## src/rtl/sdram_stream_gen_t1.sv

```systemverilog
// sdram_stream_gen_t1: 32-bit incrementing counter streamed as 16-bit words (high half first), ending runs on pair boundaries.
module sdram_stream_gen_t1 #(
    parameter logic [31:0] START_VALUE = 32'h0000_0000,
    parameter logic [31:0] STEP        = 32'h0000_0001,
    parameter logic [31:0] NUM_VALUES  = 32'd1024
) (
    input  logic        clk,
    input  logic        rst,
    input  logic        start_i,
    input  logic        stop_i,
    input  logic        ready_i,
    input  logic        inject_err_i,
    output logic [15:0] data_o,
    output logic        wren_o,
    output logic        busy_o,
    output logic        done_o,
    output logic [31:0] value_cnt_o
);
    typedef enum logic [1:0] {IDLE, SEND_HI, SEND_LO, DONE} state_t;

    state_t      state_q, state_d;
    logic [31:0] value_q, value_d, cnt_q, cnt_d, cnt_inc;
    logic [15:0] data_q, data_d;
    logic        wren_q, wren_d, stop_q, stop_d, err_q, err_d, busy, stop_now, err_now;

    assign busy     = (state_q == SEND_HI) || (state_q == SEND_LO);
    assign stop_now = busy && (stop_i || stop_q);
    assign err_now  = busy && (inject_err_i || err_q);
    assign cnt_inc  = cnt_q + 32'd1;

    always_comb begin
        state_d = state_q;
        value_d = value_q;
        cnt_d   = cnt_q;
        data_d  = data_q;
        wren_d  = 1'b0;
        stop_d  = stop_now;
        err_d   = err_now;
        case (state_q)
            IDLE, DONE: if (start_i) begin
                value_d = START_VALUE;
                cnt_d   = '0;
                stop_d  = 1'b0;
                err_d   = 1'b0;
                state_d = SEND_HI;
            end
            SEND_HI: if (ready_i) begin
                data_d  = value_q[31:16];
                wren_d  = 1'b1;
                state_d = SEND_LO;
            end
            default: if (ready_i) begin
                data_d  = value_q[15:0];
                wren_d  = 1'b1;
                cnt_d   = cnt_inc;
                // Skipping a value right after fst makes the checker see snd != fst + 1.
                value_d = (err_now && !cnt_q[0]) ? value_q + STEP * 32'd2 : value_q + STEP;
                err_d   = err_now && cnt_q[0];
                state_d = (!cnt_inc[0] && (stop_now || (NUM_VALUES != 0 && cnt_inc == NUM_VALUES))) ? DONE : SEND_HI;
            end
        endcase
    end

    always_ff @(posedge clk) begin
        if (rst) begin
            state_q <= IDLE;
            value_q <= START_VALUE;
            cnt_q   <= '0;
            data_q  <= '0;
            wren_q  <= 1'b0;
            stop_q  <= 1'b0;
            err_q   <= 1'b0;
        end else begin
            state_q <= state_d;
            value_q <= value_d;
            cnt_q   <= cnt_d;
            data_q  <= data_d;
            wren_q  <= wren_d;
            stop_q  <= stop_d;
            err_q   <= err_d;
        end
    end

    assign data_o      = data_q;
    assign wren_o      = wren_q;
    assign busy_o      = busy;
    assign done_o      = (state_q == DONE);
    assign value_cnt_o = cnt_q;
endmodule

```

## config.mk

```make
export PLATFORM = sky130hd
export DESIGN_NAME = sdram_stream_gen_t1
export DESIGN_NICKNAME = d
export VERILOG_FILES = /design/src/rtl/sdram_stream_gen_t1.sv
export SDC_FILE = /design/constraint.sdc
export NUM_CORES = 1
export LEC_CHECK = 0
export CORE_AREA = 5 5 92 115
export DETAILED_ROUTE_END_ITERATION = 8
export DIE_AREA = 0 0 97 120
export PLACE_DENSITY = 0.76
export SLEW_MARGIN = 20
export SYNTH_ARGS = -nofsm -noshare
export SYNTH_HDL_FRONTEND = slang
export SYNTH_SLANG_ARGS = --single-unit
```

## constraint.sdc

```tcl
create_clock -name clk -period 2.4 [get_ports clk]
set_clock_uncertainty 0.1 [all_clocks]
set_input_delay 0.36 -clock clk [delete_from_list [all_inputs] [get_ports clk]]
set_output_delay 0.36 -clock clk [all_outputs]
set_load 0.1 [all_outputs]
```

### After elaboration in Yosys (flattened, before gate mapping)

Cells that the tools add are included.
Widths: inputs -> output; s select.

| storage, ports and cells | value |
|---|---|
| flip-flop bits (word level) | 85 |
| bits of input ports | 6 |
| output and inout port bits | 51 |
| word-level logic and storage cells | 56 |

| cells by class | value |
|---|---|
| add/sub/neg operators | 3 |
| equal/unequal tests | 6 |
| mux-type cells | 20 |
| bitwise operators | 2 |
| reductions and logical operators | 18 |

Operators with widths:

| cell | number |
|---|---|
| $mux 32 | 4 |
| $pmux 32 s2 | 2 |
| $add 32x1->32 const B | 2 |
| $add 32x2->32 const B | 1 |
| $eq 32x11->1 const B | 1 |
| $mux 16 | 2 |
| $pmux 16 s2 | 1 |
| $mux 2 | 4 |
| $reduce_and 3->1 | 2 |
| $logic_and 1x1->1 | 5 |
| $mux 1 | 5 |
| $eq 2x2->1 const B | 2 |
| $logic_or 1x1->1 | 4 |
| $ne 2x2->1 const B | 2 |
| $pmux 2 s2 | 1 |
| $reduce_or 3->1 | 1 |
| $eq 2x1->1 const B | 1 |
| $logic_not 1->1 | 2 |
| $logic_not 2->1 | 1 |
| $not 1->1 | 2 |
| $pmux 1 s2 | 1 |
| $reduce_and 2->1 | 1 |
| $reduce_bool 2->1 | 1 |
| $reduce_or 2->1 | 1 |

### Depth between registers and ports, before layout

Gate-level depths: netlist of the first run.

| logic depth | value |
|---|---|
| depth after elaboration | 8 |
| gate-level depth with buffers | 10 |
| depth with buffers taken out | 9 |

### Least setup slack after synthesis of the first run

Ideal clock, no wire load.

| timing | value |
|---|---|
| path type | reg-to-reg |
| start | reg cnt_q[7] (netlist: value_cnt_o[7]) |
| end | reg state_q[1] |
| setup time | 0.084 ns |
| data arrival time | 3.013 ns |
| required time | 2.216 ns |
| path slack | -0.797 ns |
| stages on the path, launching flop included | 9 |
| path buffers | 1 |
| period minus slack after synthesis | 3.197 ns |
| cell sequence | dfxtp_1 > buf_2 > nand4_1 > nor4_2 > nand3_1 > xor2_1 > nand4_1 > or3_1 > o31ai_2 |

| between the ends | value |
|---|---|
| longest elaborated chain between the ends | 7 |

RTL lines:

| what | line | source |
|---|---|---|
| start: declaration | 22 | `logic [31:0] value_q, value_d, cnt_q, cnt_d, cnt_inc;` |
| start signal: assignment | 76 | `cnt_q <= cnt_d;` |
| $add 32x1->32 | 29 | `assign cnt_inc = cnt_q + 32'd1;` |
| $eq 32x11->1 | 59 | `state_d = (!cnt_inc[0] && (stop_now \|\| (NUM_VALUES != 0 && cnt_inc == NUM_VALUES))) ? DONE : SEND_HI;` |
| $logic_or 1x1->1 | 59 |  |
| $logic_and 1x1->1 | 59 |  |
| $mux 2 | 59 |  |
| $mux 2 | 52 | `default: if (ready_i) begin` |
| $pmux 2 s2 | 39 | `case (state_q)` |
| end signal: assignment | 74 | `state_q <= state_d;` |
| end: declaration | 21 | `state_t state_q, state_d;` |

No other way between the ends. The select of a mux whose other input is x is not followed.
A chain may end at the register's enable or synchronous reset.

### Worst setup path in the final report of the first run

| timing | value |
|---|---|
| start | reg state_q[1] |
| end | reg value_q[25] |

| between the ends | value |
|---|---|
| longest elaborated chain between the ends | 7 |
| elaborated cells between the ends (all ways) | 15 |
| classes of those cells | 4 x eq/ne; 3 x mux; 1 x bitwise; 7 x reduce/logical |

RTL lines:

| what | line | source |
|---|---|---|
| $eq 2x1->1 / $eq 2x2->1 (equally long branches) | 26, 39 |  |
| $logic_or 1x1->1 | 26 | `assign busy = (state_q == SEND_HI) \|\| (state_q == SEND_LO);` |
| $logic_and 1x1->1 | 28 | `assign err_now = busy && (inject_err_i \|\| err_q);` |
| $logic_and 1x1->1 | 57 | `value_d = (err_now && !cnt_q[0]) ? value_q + STEP * 32'd2 : value_q + STEP;` |
| $mux 32 | 57 |  |
| $mux 32 | 52 |  |
| $pmux 32 s2 | 39 |  |
| end signal: assignment | 75 | `value_q <= value_d;` |
| end: declaration | 22 |  |

Parallel ways exist; a longest one is shown, timed or not. The select of a mux whose other input is x is not followed.

==> metrics.csv, run 1 <==
stage,metric,value,unit
cts,cts_tree,yes,
logic_synthesis,syn_nets,583,
logic_synthesis,ys_types,62,
worst_setup_path,endpoint_kind,flop,
timing,setup_violations,3,
layout,n_fill_cell,750,
global_route,grt_pass1_wl,20.6,mm
timing,rsz0062_at_grt,true,
timing,fin_ws,-0.0399,ns
global_route,grtUsageTotal,0.208,
place,io_buffers,56,
cts,htreeDepth,3,
status,violations,negative setup slack,
floorplanning,std_cell_rows,40,
timing,max_freq,410,MHz
layout,diodes,0,
logic_synthesis,synthTopCellsByCount,"87 x nor2_1, 85 x dfxtp_1, 40 x nand2_1, 38 x o21ai_0",
global_route,gr-total-overflow,0,
routing,wl,12.1,mm
global_route,antenna_found_initial,0,
logic_synthesis,syn_inst,568,
logic_synthesis,synth_top_flop_cell,dfxtp_1,
timing,final-hold-violation-count,0,
cts,clk_pin_slew,0.07,ns
routing,num_vias,4432,
power,ir_worst_vdd,0.000744,V
timing,fin_crit_sh,1.02,
timing,period_needed,2.44,ns
cts,clockRootBuffer,clkbuf_16,
routing,drt-pass1-iter-count,5,
timing,tns,-0.0456,ns
logic_synthesis,yosys.area.top_type,dfxtp_1,
logic_synthesis,synthArstFlopShare,0,
worst_setup_path,required,2.52,ns
hold_path,hp-class,flop to flop,
timing,slew_viol_final,0,
logic_synthesis,synth.top_cell.area_share,0.365,
flow_run,drv_cap,0,
worst_setup_path,worstSetupStartpointType,flop,
logic_synthesis,ys_seq_area_frac,0.365,
timing,tightest_slew,0.627,ns
logic_synthesis,ys.warnings.count,0,
worst_setup_path,cp_max_fo,7,
floorplanning,die-area,11600,um^2
place,gp_congestion,0.863,
power,fin_total_pwr,5090,uW
worst_setup_path,crit_arrival,2.56,ns
floorplanning,start_util,0.492,
cts,cts_made_buffers,9,
routing,wl_per_cell,15.6,um
power,p_leak,0.00226,uW
layout,area_growth,28.9,%
power,powerDensity,847,nW/um^2
logic_synthesis,synth-edff-count,0,
place,dpl.hpwl,8.68,mm
logic_synthesis,synth.most_common_cell,nor2_1,
global_route,grt_pass1_vias,4317,
routing,ant_nets,0,
logic_synthesis,netlist_area,4660,um^2
worst_setup_path,path_class,flop to flop,
floorplanning,ioPinCount,57,
logic_synthesis,syn_area_per_cell,8.20,um^2
floorplanning,die_h,120,um
cts,clock_sinks,85,
cts,cts_buffer_depth,2,
layout,final_util,0.635,
logic_synthesis,synth_seq_cells,85,
routing,drtIter0Drc,220,
layout,nets,659,
status,status,finished with violations,
floorplanning,core,9460,um^2
timing,relSlewSlack,0.577,
global_route,grt_max_degree,33,
routing,drc_errors,0,
logic_synthesis,yosys-top-cells-area,"dfxtp_1 37%, nor2_1 7.0%, xor2_1 5.1%",
cts,insertion_delay,0.34,ns
floorplanning,die_x,97,um
routing,post_drt_via_cell_ratio,5.72,
layout,layout-drive-gt1-share,0.293,
==> power by group <==
part | switching (uW) | total, uW | internal (uW) | leakage (uW)
sequential | 93.1 | 1610 | 1520 | 0.000708
clock | 598 | 1340 | 747 | 0.000145
combinational | 1460 | 2130 | 671 | 0.00141
==> final cells by class <==
class,instances,area (um^2),area share
Multi-Input combinational cell,431,2900,0.483
Sequential cell,85,1790,0.298
Timing Repair Buffer,105,821,0.137
Clock buffer,10,239,0.0398
Tap cell,126,158,0.0263
Clock inverter,6,50.0,0.00834
Inverter,12,45.0,0.00750
==> worst max-delay path, stage by stage (launching register included) <==
cell	delay, ns
dfxtp_2	0.35
inv_2	0.06
ha_4	0.29
buf_6	0.11
nand2_4	0.06
a211oi_4	0.38
o2111ai_4	0.20
nor4_4	0.26
buf_6	0.17
nand4_1	0.13
xor2_1	0.16
nor2_1	0.05
==> logic make-up after synthesis <==
family          share of synthesized area
simple gates                        0.262
compound gates                      0.168
xor+xnor                           0.0900
mux                                0.0408
buf+inv                            0.0494
fa+ha+maj                          0.0242
flops                               0.365
==> flip-flops by register name, summed over array words and instances, names as in the netlist <==
register,cells
value_cnt_o,32
value_q,32
data_o,16
state_q,2
err_q,1
stop_q,1
wren_o,1
==> per-layer routing <==
| layer | up-vias | share of wire | track usage |
|---|---|---|---|
| met1 | 2112 | 0.41 | 0.248 |
| met3 | 29 | 0.047 | 0.0395 |
| met2 | 109 | 0.52 | 0.366 |
| met5 | - | 0 | 0 |
| met4 | 0 | 0.026 | 0.0860 |
| li1 | 2182 | - | - |
==> what timing repair did <==
item,4_1_cts,5_1_grt
setup endpoints to repair,4,29
pin swaps,5,13
resized for setup,4,20
setup buffers,3,4
hold buffers,0,0
==> through the flow <==
stage                     hold WS, ns  setup slack (ns)  area [um^2]  cells
final                           0.371           -0.0399         6000    775
after global routing            0.404            -0.124         6000    775
after CTS                       0.376            0.0198         5880    771
after detailed placement        0.358            -0.187         5550    752
after global placement          0.352            -0.108         5550    752
after floorplan                 0.333           -0.0612         4830    568
==> layout by cell type (no fill, tap or decap), types with 3 or more instances in the layout <==
| master | Yosys | final |
|---|---|---|
| a211oi_1 | 21 | 20 |
| a21o_1 | 3 | 3 |
| a21oi_1 | 20 | 19 |
| a311oi_1 | 3 | 3 |
| a31oi_1 | 4 | 4 |
| and3_1 | 7 | 6 |
| and4_1 | 5 | 5 |
| buf_4 | 7 | 97 |
| clkbuf_16 | 0 | 9 |
| clkdlybuf4s50_1 | 0 | 5 |
| dfxtp_1 | 85 | 56 |
| dfxtp_2 | 0 | 8 |
| dfxtp_4 | 0 | 21 |
| ha_1 | 9 | 7 |
| inv_1 | 12 | 10 |
| inv_6 | 0 | 4 |
| mux2i_1 | 19 | 18 |
| nand2_1 | 40 | 36 |
| nand2_2 | 0 | 3 |
| nand2b_1 | 3 | 3 |
| nand3_1 | 27 | 24 |
| nand3_2 | 1 | 3 |
| nand4_1 | 20 | 20 |
| nor2_1 | 87 | 85 |
| nor2_2 | 2 | 3 |
| nor3_1 | 7 | 7 |
| nor4_1 | 6 | 4 |
| nor4_4 | 1 | 3 |
| o2111ai_1 | 4 | 3 |
| o21ai_0 | 38 | 38 |
| o21ai_1 | 3 | 3 |
| o31ai_1 | 11 | 11 |
| or3_1 | 6 | 6 |
| or4_1 | 4 | 3 |
| xnor2_1 | 19 | 19 |
| xor2_1 | 27 | 26 |
==> path summary, 6_finish.rpt <==
check                                    to  slack, ns  cells after the start        from
worst min-delay path                 stop_q       0.37                      2      stop_q
worst max-delay path            value_q[25]      -0.04                     11  state_q[1]
worst max register to register  value_q[25]      -0.04                     11  state_q[1]
worst min register to register       stop_q       0.37                      2      stop_q
Note: power is estimated with default switching activity, not from simulation.
==> run 2: changes to the inputs <==
- CAP_MARGIN: not set -> 0
- CORE_AREA: 5 5 92 115 -> 5 5 79 135
- DIE_AREA: 0 0 97 120 -> 0 0 84 140
- PLACE_DENSITY: 0.76 -> 0.75
- SETUP_SLACK_MARGIN: not set -> 0.5
==> run 2 against run 1 <==
- largest power group unchanged
- cell count rose by 7.0%
- sequential share of layout area is 4.6 points lower
- flip-flop and latch count unchanged
- the run still ends with negative setup slack left
- critical endpoint is now state_q[1]
- via count grew 20%
- combinational power grew 40%
- largest cell class unchanged
- first-iteration DRC count increased by 110%
- critical path depth down 2
- non-clock buffer count is 57 higher
- wire length rose by 46%
- register-to-register slack got worse by 0.08 ns
==> metrics.csv, run 2 (synthesized netlist as in run 1, its figures left out) <==
stage,metric,value,unit,change
floorplanning,std_cell_rows,47,,+18%
global_route,grtUsageTotal,0.271,,+0.0625
status,status,finished with violations,,
cts,htreeDepth,3,,unchanged
cts,clock_sinks,85,,unchanged
floorplanning,die_x,84,um,-13%
timing,fin_crit_sh,1.05,,+0.0341
power,intPower,3510,uW,+19%
layout,final_util,0.757,,+0.122
cts,clockRootBuffer,clkbuf_16,,
floorplanning,core,9410,um^2,-0.53%
floorplanning,ioPinCount,57,,unchanged
hold_path,worstHoldPathCells,1,,-1
power,seq_power_share,0.266,,-0.051
layout,final_common_cell,buf_4,,
status,violations,negative setup slack,,
worst_setup_path,path_delay_family,compound AO/OA/AOI/OAI gates,,
flow_run,drv_cap,0,,unchanged
timing,period_needed,2.52,ns,+0.0819 ns
cts,clk_pin_slew,0.06,ns,about the same
place,place_ws,-0.227,ns,-0.0403 ns
global_route,antenna_found_initial,0,,unchanged
timing,setup_violations,1,,-2
layout,fin_cells,829,,+7.0%
global_route,grt_pass1_wl,25.3,mm,+23%
layout,final_cell_mix,"120 x buf_4, 78 x nor2_1, 55 x dfxtp_1",,
hold_path,hp-class,flop to flop,,
worst_setup_path,crit_arrival,2.69,ns,+0.13 ns
timing,rsz0062_at_grt,true,,
timing,tightest_slew,0.498,ns,-0.130 ns
place,io_buffers,56,,unchanged
routing,post_drt_via_cell_ratio,6.39,,+12%
worst_setup_path,worstPathCellList,ha_4 > and3_4 > nand4_4 > nor2_4 > buf_4 > a311oi_1 > a31oi_1 > or3_1 > o31ai_2,,
worst_setup_path,worstSetupStartpointType,flop,,
layout,area_growth,52.9,%,
power,p_leak,0.00280,uW,+24%
routing,drc_errors,0,,unchanged
timing,fin_ws,-0.122,ns,-0.0819 ns
place,gp_congestion,0.953,,+10%
power,pwr-share-clk,0.242,,-0.022
worst_setup_path,crit_buf_inv,1,,-2
timing,relSlewSlack,0.664,,+0.0866
layout,nets,716,,+8.6%
worst_setup_path,crit_slowest_cell,a311oi_1,,
timing,final-hold-violation-count,0,,unchanged
worst_setup_path,ff2ff_path_depth,9,,-2
worst_setup_path,cp_max_fo,5,,-2
floorplanning,die_h,140,um,+17%
cts,insertion_delay,0.35,ns,about the same
worst_setup_path,path_class,flop to flop,,
power,p_sw,2550,uW,+19%
worst_setup_path,cpPeakStageDelay,0.46,ns,+0.08 ns
place,dp.cells,754,,+0.27%
routing,wl_per_cell,21.3,um,+36%
floorplanning,die-area,11800,um^2,+1.0%
global_route,grt_max_degree,33,,unchanged
cts,cts_hold_buffers,0,,unchanged
routing,wl,17.7,mm,+46%
power,powerDensity,851,nW/um^2,+0.40%
timing,max_freq,397,MHz,-3.2%
global_route,gr-total-overflow,0,,unchanged
worst_setup_path,required,2.57,ns,+0.05 ns
cts,cts_made_buffers,9,,unchanged
routing,ant_nets,0,,unchanged
power,swShare,0.421,,-0.00171
routing,drtIter0Drc,470,,+110%
power,power_frac_comb,0.492,,+0.073
cts,cts_tree,yes,,
floorplanning,start_util,0.495,,+0.00262
timing,slew_viol_final,0,,unchanged
routing,drt-pass1-iter-count,5,,unchanged
power,ir_worst_vdd,0.000519,V,-30%
cts,cts_buffer_depth,2,,unchanged
place,dpl.hpwl,9.78,mm,+13%
worst_setup_path,endpoint_kind,flop,,
routing,num_vias,5297,,+20%
global_route,grt_pass1_vias,5067,,+17%
layout,layout-drive-gt1-share,0.450,,+0.158
worst_setup_path,cp_num_cells,9,,-2
==> run 2: area by class of cell <==
class                   instances  area, um^2
repair buffers                162        1470
clock buffers                  14         297
inverters                      12        47.5
diodes                          1        2.50
clock inverters                 2        11.3
flip-flops and latches         85        1790
fillers                       598        2290
well taps                     122         153
multi-input cells             431        3340
==> run 2: path summary, 6_finish.rpt <==
kind,from,endpoint,slack [ns]
setup / recovery,value_cnt_o[0],state_q[1],-0.12
hold / removal,value_cnt_o[5],value_cnt_o[5],0.38
setup reg to reg,value_cnt_o[0],state_q[1],-0.12
hold reg to reg,value_cnt_o[5],value_cnt_o[5],0.38
==> run 2: timing repair <==
action	CTS	global route
gates cloned	5	0
setup endpoints to repair	62	68
gates resized for setup	93	91
pin swaps	52	45
buffers inserted	34	19
==> run 2: through the flow <==
stage	area (um^2)	total power, uW	hold slack (ns)	setup TNS [ns]
6_report	7120	6060	0.382	-0.122
3_5_place_dp	5630	3710	0.376	-2.42
2_1_floorplan	4850	3160	0.333	-0.367
4_1_cts	6590	5660	0.387	0
3_3_place_gp	5630	3670	0.349	-1.04
5_1_grt	7120	6280	0.403	-0.374
==> run 2: power by group through the flow <==
stage	logic (uW)	registers, uW	clock network, uW
after floorplan	863	2300	0
after global placement	2030	1650	0
after detailed placement	2050	1650	0
after CTS	2600	1610	1450
after global routing	3110	1630	1540
final	2980	1610	1470
==> run 2: metal layers <==
metal | up-vias | track usage | routed length (um)
met4 | 0 | 0.206 | 1570
met5 | - | 0 | 0
met1 | 2507 | 0.251 | 5650
met2 | 339 | 0.504 | 9230
li1 | 2305 | - | -
met3 | 146 | 0.0593 | 1210
